===== config.mk =====
export PLATFORM = sky130hd
export DESIGN_NAME = alu_seq_exec_flat
export DESIGN_NICKNAME = d
export VERILOG_FILES = /design/src/rtl/alu_pkg.sv /design/src/rtl/alu_seq_exec_if.sv /design/src/rtl/alu_comb.sv /design/src/rtl/alu_seq_exec.sv /design/src/flat_wrapper.sv
export SDC_FILE = /design/constraint.sdc
export NUM_CORES = 1
export LEC_CHECK = 0
export ABC_AREA = 1
export ABC_CLOCK_PERIOD_IN_PS = 5100
export CELL_PAD_IN_SITES_DETAIL_PLACEMENT = 1
export CELL_PAD_IN_SITES_GLOBAL_PLACEMENT = 1
export CORE_ASPECT_RATIO = 1.2
export CORE_MARGIN = 2
export CORE_UTILIZATION = 35
export CTS_BUF_LIST = sky130_fd_sc_hd__clkbuf_8
export CTS_CLUSTER_DIAMETER = 50
export DETAILED_ROUTE_END_ITERATION = 10
export PLACE_DENSITY = 0.71
export SLEW_MARGIN = 20
export SYNTH_ARGS = -nofsm -noshare
export SYNTH_HDL_FRONTEND = slang
export SYNTH_SLANG_ARGS = --single-unit

===== constraint.sdc =====
create_clock -name clk -period 5.1 [get_ports clk]
set_input_delay 0.765 -clock clk [delete_from_list [all_inputs] [get_ports clk]]
set_output_delay 0.765 -clock clk [all_outputs]
set_load 0.005 [all_outputs]

===== src/rtl/alu_pkg.sv =====
// Shared ALU operation codes, FSM encoding and shift helpers for the execute stage.
// The control decoder imports these same codes.
package alu_pkg;

  localparam int ALU_XLEN = 32;

  localparam logic [3:0] ALU_ADD   = 4'b0000;
  localparam logic [3:0] ALU_SUB   = 4'b0001;
  localparam logic [3:0] ALU_SLL   = 4'b0010;
  localparam logic [3:0] ALU_SRL   = 4'b0011;
  localparam logic [3:0] ALU_SRA   = 4'b1000;
  localparam logic [3:0] ALU_SLT   = 4'b1001;
  localparam logic [3:0] ALU_SLTU  = 4'b0100;
  localparam logic [3:0] ALU_XOR   = 4'b0111;
  localparam logic [3:0] ALU_OR    = 4'b0110;
  localparam logic [3:0] ALU_AND   = 4'b0101;
  localparam logic [3:0] ALU_PASSB = 4'b1011;

  localparam logic [1:0] S_IDLE  = 2'd0;
  localparam logic [1:0] S_SHIFT = 2'd1;
  localparam logic [1:0] S_DONE  = 2'd2;

  typedef enum logic [1:0] {
    SH_LL = 2'd0,
    SH_RL = 2'd1,
    SH_RA = 2'd2
  } shift_kind_e;

  function automatic logic is_shift(input logic [3:0] ctl);
    return (ctl == ALU_SLL) || (ctl == ALU_SRL) || (ctl == ALU_SRA);
  endfunction

  function automatic shift_kind_e shift_kind(input logic [3:0] ctl);
    case (ctl)
      ALU_SRL: return SH_RL;
      ALU_SRA: return SH_RA;
      default: return SH_LL;
    endcase
  endfunction

endpackage


===== src/rtl/alu_seq_exec_if.sv =====
// Operand/result handshake bundle between the ID/EX registers, the ALU and EX/MEM.
interface alu_seq_exec_if #(
  parameter int XLEN = 32
) ();
  logic            flush;
  logic            in_valid;
  logic            in_ready;
  logic [3:0]      alu_ctl;
  logic [XLEN-1:0] op_a;
  logic [XLEN-1:0] op_b;
  logic            out_valid;
  logic            out_ready;
  logic [XLEN-1:0] result;
  logic            zero;
  logic            illegal;

  modport master (
    output flush, in_valid, alu_ctl, op_a, op_b, out_ready,
    input  in_ready, out_valid, result, zero, illegal
  );

  modport slave (
    input  flush, in_valid, alu_ctl, op_a, op_b, out_ready,
    output in_ready, out_valid, result, zero, illegal
  );
endinterface


===== src/rtl/alu_comb.sv =====
// Single-cycle ALU datapath and illegal-code detection.
// Shift codes pass op_a through, which is the correct result for a zero shift amount.
module alu_comb
  import alu_pkg::*;
#(
  parameter int XLEN = 32
) (
  input  logic [3:0]      ctl,
  input  logic [XLEN-1:0] a,
  input  logic [XLEN-1:0] b,
  output logic [XLEN-1:0] y,
  output logic            illegal
);

  always_comb begin
    y       = '0;
    illegal = 1'b0;
    case (ctl)
      ALU_ADD:   y = a + b;
      ALU_SUB:   y = a - b;
      ALU_SLT:   y = {{(XLEN-1){1'b0}}, ($signed(a) < $signed(b))};
      ALU_SLTU:  y = {{(XLEN-1){1'b0}}, (a < b)};
      ALU_XOR:   y = a ^ b;
      ALU_OR:    y = a | b;
      ALU_AND:   y = a & b;
      ALU_PASSB: y = b;
      ALU_SLL, ALU_SRL, ALU_SRA: y = a;
      default: begin
        y       = '0;
        illegal = 1'b1;
      end
    endcase
  end

endmodule


===== src/rtl/alu_seq_exec.sv =====
// Execute-stage ALU: single-cycle logic ops, bit-serial shifter, registered result.
//
// state   | meaning
// S_IDLE  | empty, ready to accept
// S_SHIFT | serial shift in progress, cnt = remaining steps
// S_DONE  | result held on out_valid until out_ready
module alu_seq_exec
  import alu_pkg::*;
#(
  parameter int XLEN    = 32,
  parameter int SHAMT_W = $clog2(XLEN)
) (
  input logic           clk,
  input logic           rst_n,
  alu_seq_exec_if.slave bus
);

  logic [1:0]         state;
  logic [XLEN-1:0]    acc;
  logic [SHAMT_W-1:0] cnt;
  shift_kind_e        kind;
  logic [XLEN-1:0]    result_q;
  logic               zero_q;
  logic               illegal_q;

  logic [XLEN-1:0]    comb_y;
  logic               comb_ill;
  logic [SHAMT_W-1:0] shamt;
  logic               accept;
  logic               in_shift;
  logic [XLEN-1:0]    first_step;
  logic [XLEN-1:0]    acc_step;

  function automatic logic [XLEN-1:0] shift1(input logic [XLEN-1:0] v, input shift_kind_e k);
    case (k)
      SH_RL:   return {1'b0, v[XLEN-1:1]};
      SH_RA:   return {v[XLEN-1], v[XLEN-1:1]};
      default: return {v[XLEN-2:0], 1'b0};
    endcase
  endfunction

  alu_comb #(.XLEN(XLEN)) u_comb (
    .ctl     (bus.alu_ctl),
    .a       (bus.op_a),
    .b       (bus.op_b),
    .y       (comb_y),
    .illegal (comb_ill)
  );

  assign shamt      = bus.op_b[SHAMT_W-1:0];
  assign in_shift   = is_shift(bus.alu_ctl);
  assign first_step = shift1(bus.op_a, shift_kind(bus.alu_ctl));
  assign acc_step   = shift1(acc, kind);

  assign bus.in_ready  = (state == S_IDLE) | ((state == S_DONE) & bus.out_ready);
  assign bus.out_valid = (state == S_DONE);
  assign bus.result    = result_q;
  assign bus.zero      = zero_q;
  assign bus.illegal   = illegal_q;

  // Flush outranks the handshake, so a flushed input is never consumed.
  assign accept = bus.in_valid & bus.in_ready & ~bus.flush;

  always_ff @(posedge clk) begin
    if (!rst_n) begin
      state     <= S_IDLE;
      acc       <= '0;
      cnt       <= '0;
      kind      <= SH_LL;
      result_q  <= '0;
      zero_q    <= 1'b1;
      illegal_q <= 1'b0;
    end else if (bus.flush) begin
      state <= S_IDLE;
    end else begin
      case (state)
        S_SHIFT: begin
          acc <= acc_step;
          cnt <= cnt - SHAMT_W'(1);
          if (cnt == SHAMT_W'(1)) begin
            result_q  <= acc_step;
            zero_q    <= (acc_step == '0);
            illegal_q <= 1'b0;
            state     <= S_DONE;
          end
        end
        default: begin
          if (accept) begin
            if (in_shift && (shamt != '0)) begin
              acc       <= first_step;
              cnt       <= shamt - SHAMT_W'(1);
              kind      <= shift_kind(bus.alu_ctl);
              illegal_q <= 1'b0;
              if (shamt == SHAMT_W'(1)) begin
                result_q <= first_step;
                zero_q   <= (first_step == '0);
                state    <= S_DONE;
              end else begin
                state <= S_SHIFT;
              end
            end else begin
              result_q  <= comb_y;
              zero_q    <= (comb_y == '0);
              illegal_q <= comb_ill;
              state     <= S_DONE;
            end
          end else if ((state != S_DONE) || bus.out_ready) begin
            // Also recovers the unused encoding back to idle.
            state <= S_IDLE;
          end
        end
      endcase
    end
  end

endmodule


===== src/flat_wrapper.sv =====
// flat-port wrapper written by rule: the top's interface ports become plain ports
module alu_seq_exec_flat import alu_pkg::*;
#(
  parameter int XLEN    = 32,
  parameter int SHAMT_W = $clog2(XLEN)
)
  (clk, rst_n, bus_flush, bus_in_valid, bus_alu_ctl, bus_op_a, bus_op_b, bus_out_ready, bus_in_ready, bus_out_valid, bus_result, bus_zero, bus_illegal);
  alu_seq_exec_if #(.XLEN(XLEN)) bus_i ();
  input logic clk;
  input logic rst_n;
  input wire logic [$bits(bus_i.flush)-1:0] bus_flush;
  input wire logic [$bits(bus_i.in_valid)-1:0] bus_in_valid;
  input wire logic [$bits(bus_i.alu_ctl)-1:0] bus_alu_ctl;
  input wire logic [$bits(bus_i.op_a)-1:0] bus_op_a;
  input wire logic [$bits(bus_i.op_b)-1:0] bus_op_b;
  input wire logic [$bits(bus_i.out_ready)-1:0] bus_out_ready;
  output wire logic [$bits(bus_i.in_ready)-1:0] bus_in_ready;
  output wire logic [$bits(bus_i.out_valid)-1:0] bus_out_valid;
  output wire logic [$bits(bus_i.result)-1:0] bus_result;
  output wire logic [$bits(bus_i.zero)-1:0] bus_zero;
  output wire logic [$bits(bus_i.illegal)-1:0] bus_illegal;
  assign bus_i.flush = bus_flush;
  assign bus_i.in_valid = bus_in_valid;
  assign bus_i.alu_ctl = bus_alu_ctl;
  assign bus_i.op_a = bus_op_a;
  assign bus_i.op_b = bus_op_b;
  assign bus_i.out_ready = bus_out_ready;
  assign bus_in_ready = bus_i.in_ready;
  assign bus_out_valid = bus_i.out_valid;
  assign bus_result = bus_i.result;
  assign bus_zero = bus_i.zero;
  assign bus_illegal = bus_i.illegal;
  alu_seq_exec #(.XLEN(XLEN), .SHAMT_W(SHAMT_W)) u_core (.clk(clk), .rst_n(rst_n), .bus(bus_i));
endmodule

---- After elaboration in Yosys (flattened, before gate mapping) ----
Cells that the tools add are included.
cells by class
  $add $sub $neg .......................... 4
  $lt $le $gt $ge ......................... 2
  eq/ne operators ......................... 21
  multiplexer cells ....................... 31
  bitwise logic cells ..................... 10
  reductions and logical operators ........ 21
operators with widths
  cell                 number
  $pmux 32 s9          1
  $mux 32              8
  $pmux 32 s2          2
  $logic_not 32->1     3
  $lt 32x32->1         2
  $add 32x32->32       1
  $and 32x32->32       1
  $or 32x32->32        1
  $sub 32x32->32       1
  $xor 32x32->32       1
  $eq 4x3->1 const B   4
  $mux 5               3
  $eq 4x4->1 const B   3
  $mux 2               6
  $reduce_or 11->1     1
  $eq 5x1->1 const B   2
  $mux 1               10
  $sub 5x1->5 const B  2
  $eq 4x2->1 const B   2
  $reduce_and 4->1     2
  $eq 2x1->1 const B   3
  $eq 2x2->1 const B   3
  $reduce_and 3->1     2
  $reduce_bool 5->1    1
  other kinds (17)     24
word-level totals
  flip-flop bits (word level) ............. 75
  input port bits ......................... 73
  output and inout port bits .............. 36
  logic and storage cells ................. 96

---- Depth between registers and ports, before layout ----
  depth after elaboration ................. 9
  gate-level depth with buffers ........... 26

---- Modules after synthesis ----
A second synthesis with hierarchy kept.
unflattened totals
  cells, all modules ...................... 2251
  area total of the unflattened synthesis .. 12370.6 µm²
by module, submodules not included
  module        times used  cells each  area each (µm²)  seq. area each (µm²)
  alu_comb      1           1360        6917.9           0.0
  alu_seq_exec  1           891         5452.7           1501.4

---- Worst setup path before layout ----
No wires, ideal clock.
  path kind ............................... input-to-reg
  start point ............................. input bus_alu_ctl[3]
  end point ............................... register u_core.zero_q (netlist: u_core.bus.zero)
  library setup time ...................... 58 ps
  data arrival time ....................... 2991 ps
  path slack .............................. 2051 ps
  cell stages on the path ................. 16
  path through ............................ nor2_2 inv_1 nor2_1 inv_1 ha_1 buf_2 clkbuf_1 clkbuf_1 o21ai_0 nor4_1 nand3_1 nand2_1 nand2_1 nand2_1 nand2_1 nand2_1
on the way
  longest elaborated chain between the ends .. 9
  elaborated cells between the ends (all ways) .. 28
ends and longest elaborated chain
  what                                      line                                          source
  from (decl)                               flat_wrapper.sv:13                            input wire logic [$bits(bus_i.alu_ctl)-1:0] bus_alu_ctl;
  $eq 4x4->1 or $eq 4x2->1 (tied branches)  alu_pkg.sv:30, alu_pkg.sv:34, alu_comb.sv:18
  $pmux 2 s2                                alu_pkg.sv:34                                 case (ctl)
  $eq 2x2->1 or $eq 2x1->1 (tied branches)  alu_seq_exec.sv:35                            case (k)
  $pmux 32 s2                               alu_seq_exec.sv:35
  $logic_not 32->1                          alu_seq_exec.sv:96                            zero_q <= (first_step == '0);
  $mux 1                                    alu_seq_exec.sv:94                            if (shamt == SHAMT_W'(1)) begin
  $mux 1                                    alu_seq_exec.sv:89                            if (in_shift && (shamt != '0)) begin
  $mux 1                                    alu_seq_exec.sv:88                            if (accept) begin
  $mux 1                                    alu_seq_exec.sv:76                            case (state)
  to (signal assigned)                      alu_seq_exec.sv:82                            zero_q <= (acc_step == '0);
  to (signal assigned)                      alu_seq_exec.sv:96
  to (signal assigned)                      alu_seq_exec.sv:103                           zero_q <= (comb_y == '0);
  to (decl)                                 alu_seq_exec.sv:23                            logic zero_q;
Several ways; a longest one is shown, not always the timed one. The select of a mux whose other input is x is not followed.
A chain may end at the register's enable or synchronous reset.

---- Final worst setup path ----
  start point ............................. input bus_alu_ctl[2]
  end point ............................... register u_core.zero_q (netlist: u_core.bus.zero)
Same word-level chain as after synthesis.

==> reports/metrics.cfg <==
[floorplanning]
dieArea_mm2 = 0.0349
ioPinCount = 109
rows = 73
die_w_um = 171
die_y_um = 204
start_util = 0.354
core_mm2 = 0.0331

[synthesis]
syn_inst = 2162
async_reset_ff_frac = 0
syn_area_mm2 = 0.0117
synth_edf_count = 0
yosysSeqAreaShare = 0.128
synth_fp_nets = 2342
yosysWarnings = 0
ys_ff_latch = 75
yosysUniqueCellTypes = 43
postSynthAreaPerCell_um2 = 5.41
synthFlopType = dfxtp_1

[power]
powerDensity_mw_per_mm2 = 170
p_clk_frac = 0.203
netSwitchingPower_mw = 1.09
vdd_drop_max_mv = 0.107
leakage_nw = 6.80
p_int_mw = 1.20
p_sw_frac = 0.474
pwr-share-seq = 0.275
comb_power_share = 0.522

[finish]
drive_above_1_share = 0.0531
final_cells = 2692
areaGrowthSynthToFinish_pct = 15.1
antenna_cells = 0
final_cell_mix = nand2_1, inv_1, nor2_1, nand3_1, o21ai_0
final_area_mm2 = 0.0135
final_util = 0.407
final_common_cell = nand2_1
fill_cells = 4800
final_nets = 2417

[clocking]
postCtsSetupBuffers = 0
post_cts_resize_count = 0
htree_levels = 3
clk_latency_ns = 0.39
numCtsBuffers = 9
clockBufferDepth = 2
cts-root-buf = clkbuf_8
path_clk_slew_ns = 0.08
cts_hold_buf = 0
cts_tree = built
clock_sinks = 75

[timing]
grt_setup_unrepaired = false
fin_setup_tns_ns = 0
worstMarginPinSlew_ns = 0.895
timing.final.crit_period_ns = 4.52
finalMaxSlewViolations = 0
fmax_ghz = 0.221
setup_slack_ns = 0.578
slew_headroom = 0.402
setup_viol = 0
hold_violations = 0
clock_skew_ns = 0.0151
fin_crit_sh = 0.887

[setup_path]
required_ns = 5.42
cp-start-kind = input port
worst_path_max_delay_cell = ha_2
worst-setup-path-type = input port to register
worstSetupEndpointType = register
arrival_ns = 4.84
cp_max_fo = 30
slowest_delay_ns = 0.74
ff2ff_setup_slack_ns = 2.33
crit_chain = clkdlybuf4s50_1 -> nor2_2 -> inv_1 -> nor2_1 -> inv_1 -> ha_2 -> buf_4 -> nor2_1 -> a31oi_1 -> nand4_1 -> nor4_1 -> nand3_1 -> nand2_1 -> nand2_1 -> nand2_1 -> nand2_1 -> nand2_1
rr_worst_depth = 13
timing.rr.start = u_core.kind[0]
r2r_end = u_core.bus.zero
path_common_cell = nand2_1

[global_route]
grt-ovfl-total = 0
grt_max_degree = 66
grt_pass1_wl_um = 88600
grt_pass1_vias = 15000
grt_usage = 0.333
antenna_found_initial = 0

[hold_path]
hp-class = register to register
hold_depth = 2
holdPathEnd = u_core.acc[15]
worstHoldStart = u_core.acc[15]

[drt]
wl_um = 58400
dr.pass1.iters = 6
drtIter0Drc = 1140
vias = 15000
via_per_inst = 5.56
ant_nets = 0
wl_per_cell_um = 21.7
drc = 0

[status]
status = complete, no violations

[flow_run]
drv_cap = 0

[place]
place.gp.congestion = 0.965
post-place-ws_ns = 0.354
hpwl_um = 48000
dpl.cell_count = 2676
placed_cell_area_mm2 = 0.0133
portBuffers = 108

-- metal layers --
layer,part of all wire,vias up,track usage
li1,-,7123,-
met1,0.44,7230,0.429
met2,0.47,484,0.563
met3,0.050,130,0.0300
met4,0.047,0,0.151
met5,0,-,0
-- state kept, by name, summed over array words and instances (netlist names) --
name                flops
u_core.cnt              5
u_core.kind             2
u_core.bus.result      32
u_core.state            2
u_core.bus.zero         1
u_core.acc             32
u_core.bus.illegal      1
-- metrics by stage --
step | hold slack, ns | total power, mW
5_1_grt | 0.526 | 2.43
2_1_floorplan | 0.455 | 1.33
6_report | 0.502 | 2.29
3_3_place_gp | 0.477 | 1.79
4_1_cts | 0.498 | 2.27
3_5_place_dp | 0.486 | 1.81
-- area by class of cell --
| cell class | instances | area, µm² | share of cell area |
|---|---|---|---|
| clock buffer | 9 | 124 | 0.00920 |
| timing repair buffer | 159 | 1460 | 0.108 |
| clock inverter | 7 | 68.8 | 0.00511 |
| inverter | 381 | 1430 | 0.106 |
| sequential | 75 | 1500 | 0.111 |
| multi-input combinational | 1611 | 8320 | 0.618 |
| tap | 450 | 563 | 0.0418 |
-- power groups by stage --
stage / Combinational, mW / Sequential [mW] / Clock [mW]
floorplan: 0.686 / 0.640 / 0
detailed placement: 1.16 / 0.643 / 0
CTS: 1.17 / 0.630 / 0.474
global placement: 1.15 / 0.643 / 0
global route: 1.30 / 0.633 / 0.499
finish: 1.20 / 0.630 / 0.466
-- worst max-delay path, delay by kind of cell --
family | cells | cell delay, ns
adders and majority gates | 1 | 0.74
buffers and inverters | 4 | 1.05
and+or+nand+nor | 11 | 1.77
AOI/OAI and AO/OA | 1 | 0.47
-- cell families after synthesis --
logic type               synth area share
AO/OA/AOI/OAI                       0.195
flip-flops                          0.128
XOR/XNOR                          0.00299
buffers and inverters               0.162
adder cells (fa/ha/maj)             0.116
AND/OR/NAND/NOR                     0.396
-- synthesized netlist by cell type (8+ instances only) --
master      n  area [µm²]
a21oi_1    68         340
nand2_1   610        2290
a31oi_1    79         494
nand4_1    30         188
clkbuf_1   32         120
dfxtp_1    75        1500
nand3_1   179         896
o21ai_0   135         676
o22ai_1    68         425
ha_1      105        1310
buf_2      42         210
nor2_2      9        56.3
inv_1     374        1400
nor2_1    214         803
or2_2      20         125
o211ai_1    8        60.1
nor3_1     23         115
a211oi_1   21         158
-- worst max-delay path by stage --
stage / startpoint / end / cells after the start
3_3_place_gp: bus_alu_ctl[2] / u_core.bus.zero / 17
3_5_place_dp: bus_alu_ctl[2] / u_core.bus.zero / 17
4_1_cts: bus_alu_ctl[2] / u_core.bus.zero / 17
5_1_grt: bus_alu_ctl[2] / u_core.bus.zero / 17
6_report: bus_alu_ctl[2] / u_core.bus.zero / 17
2_1_floorplan: bus_alu_ctl[3] / u_core.bus.zero / 16
Note: power is estimated with default switching activity, not from simulation.
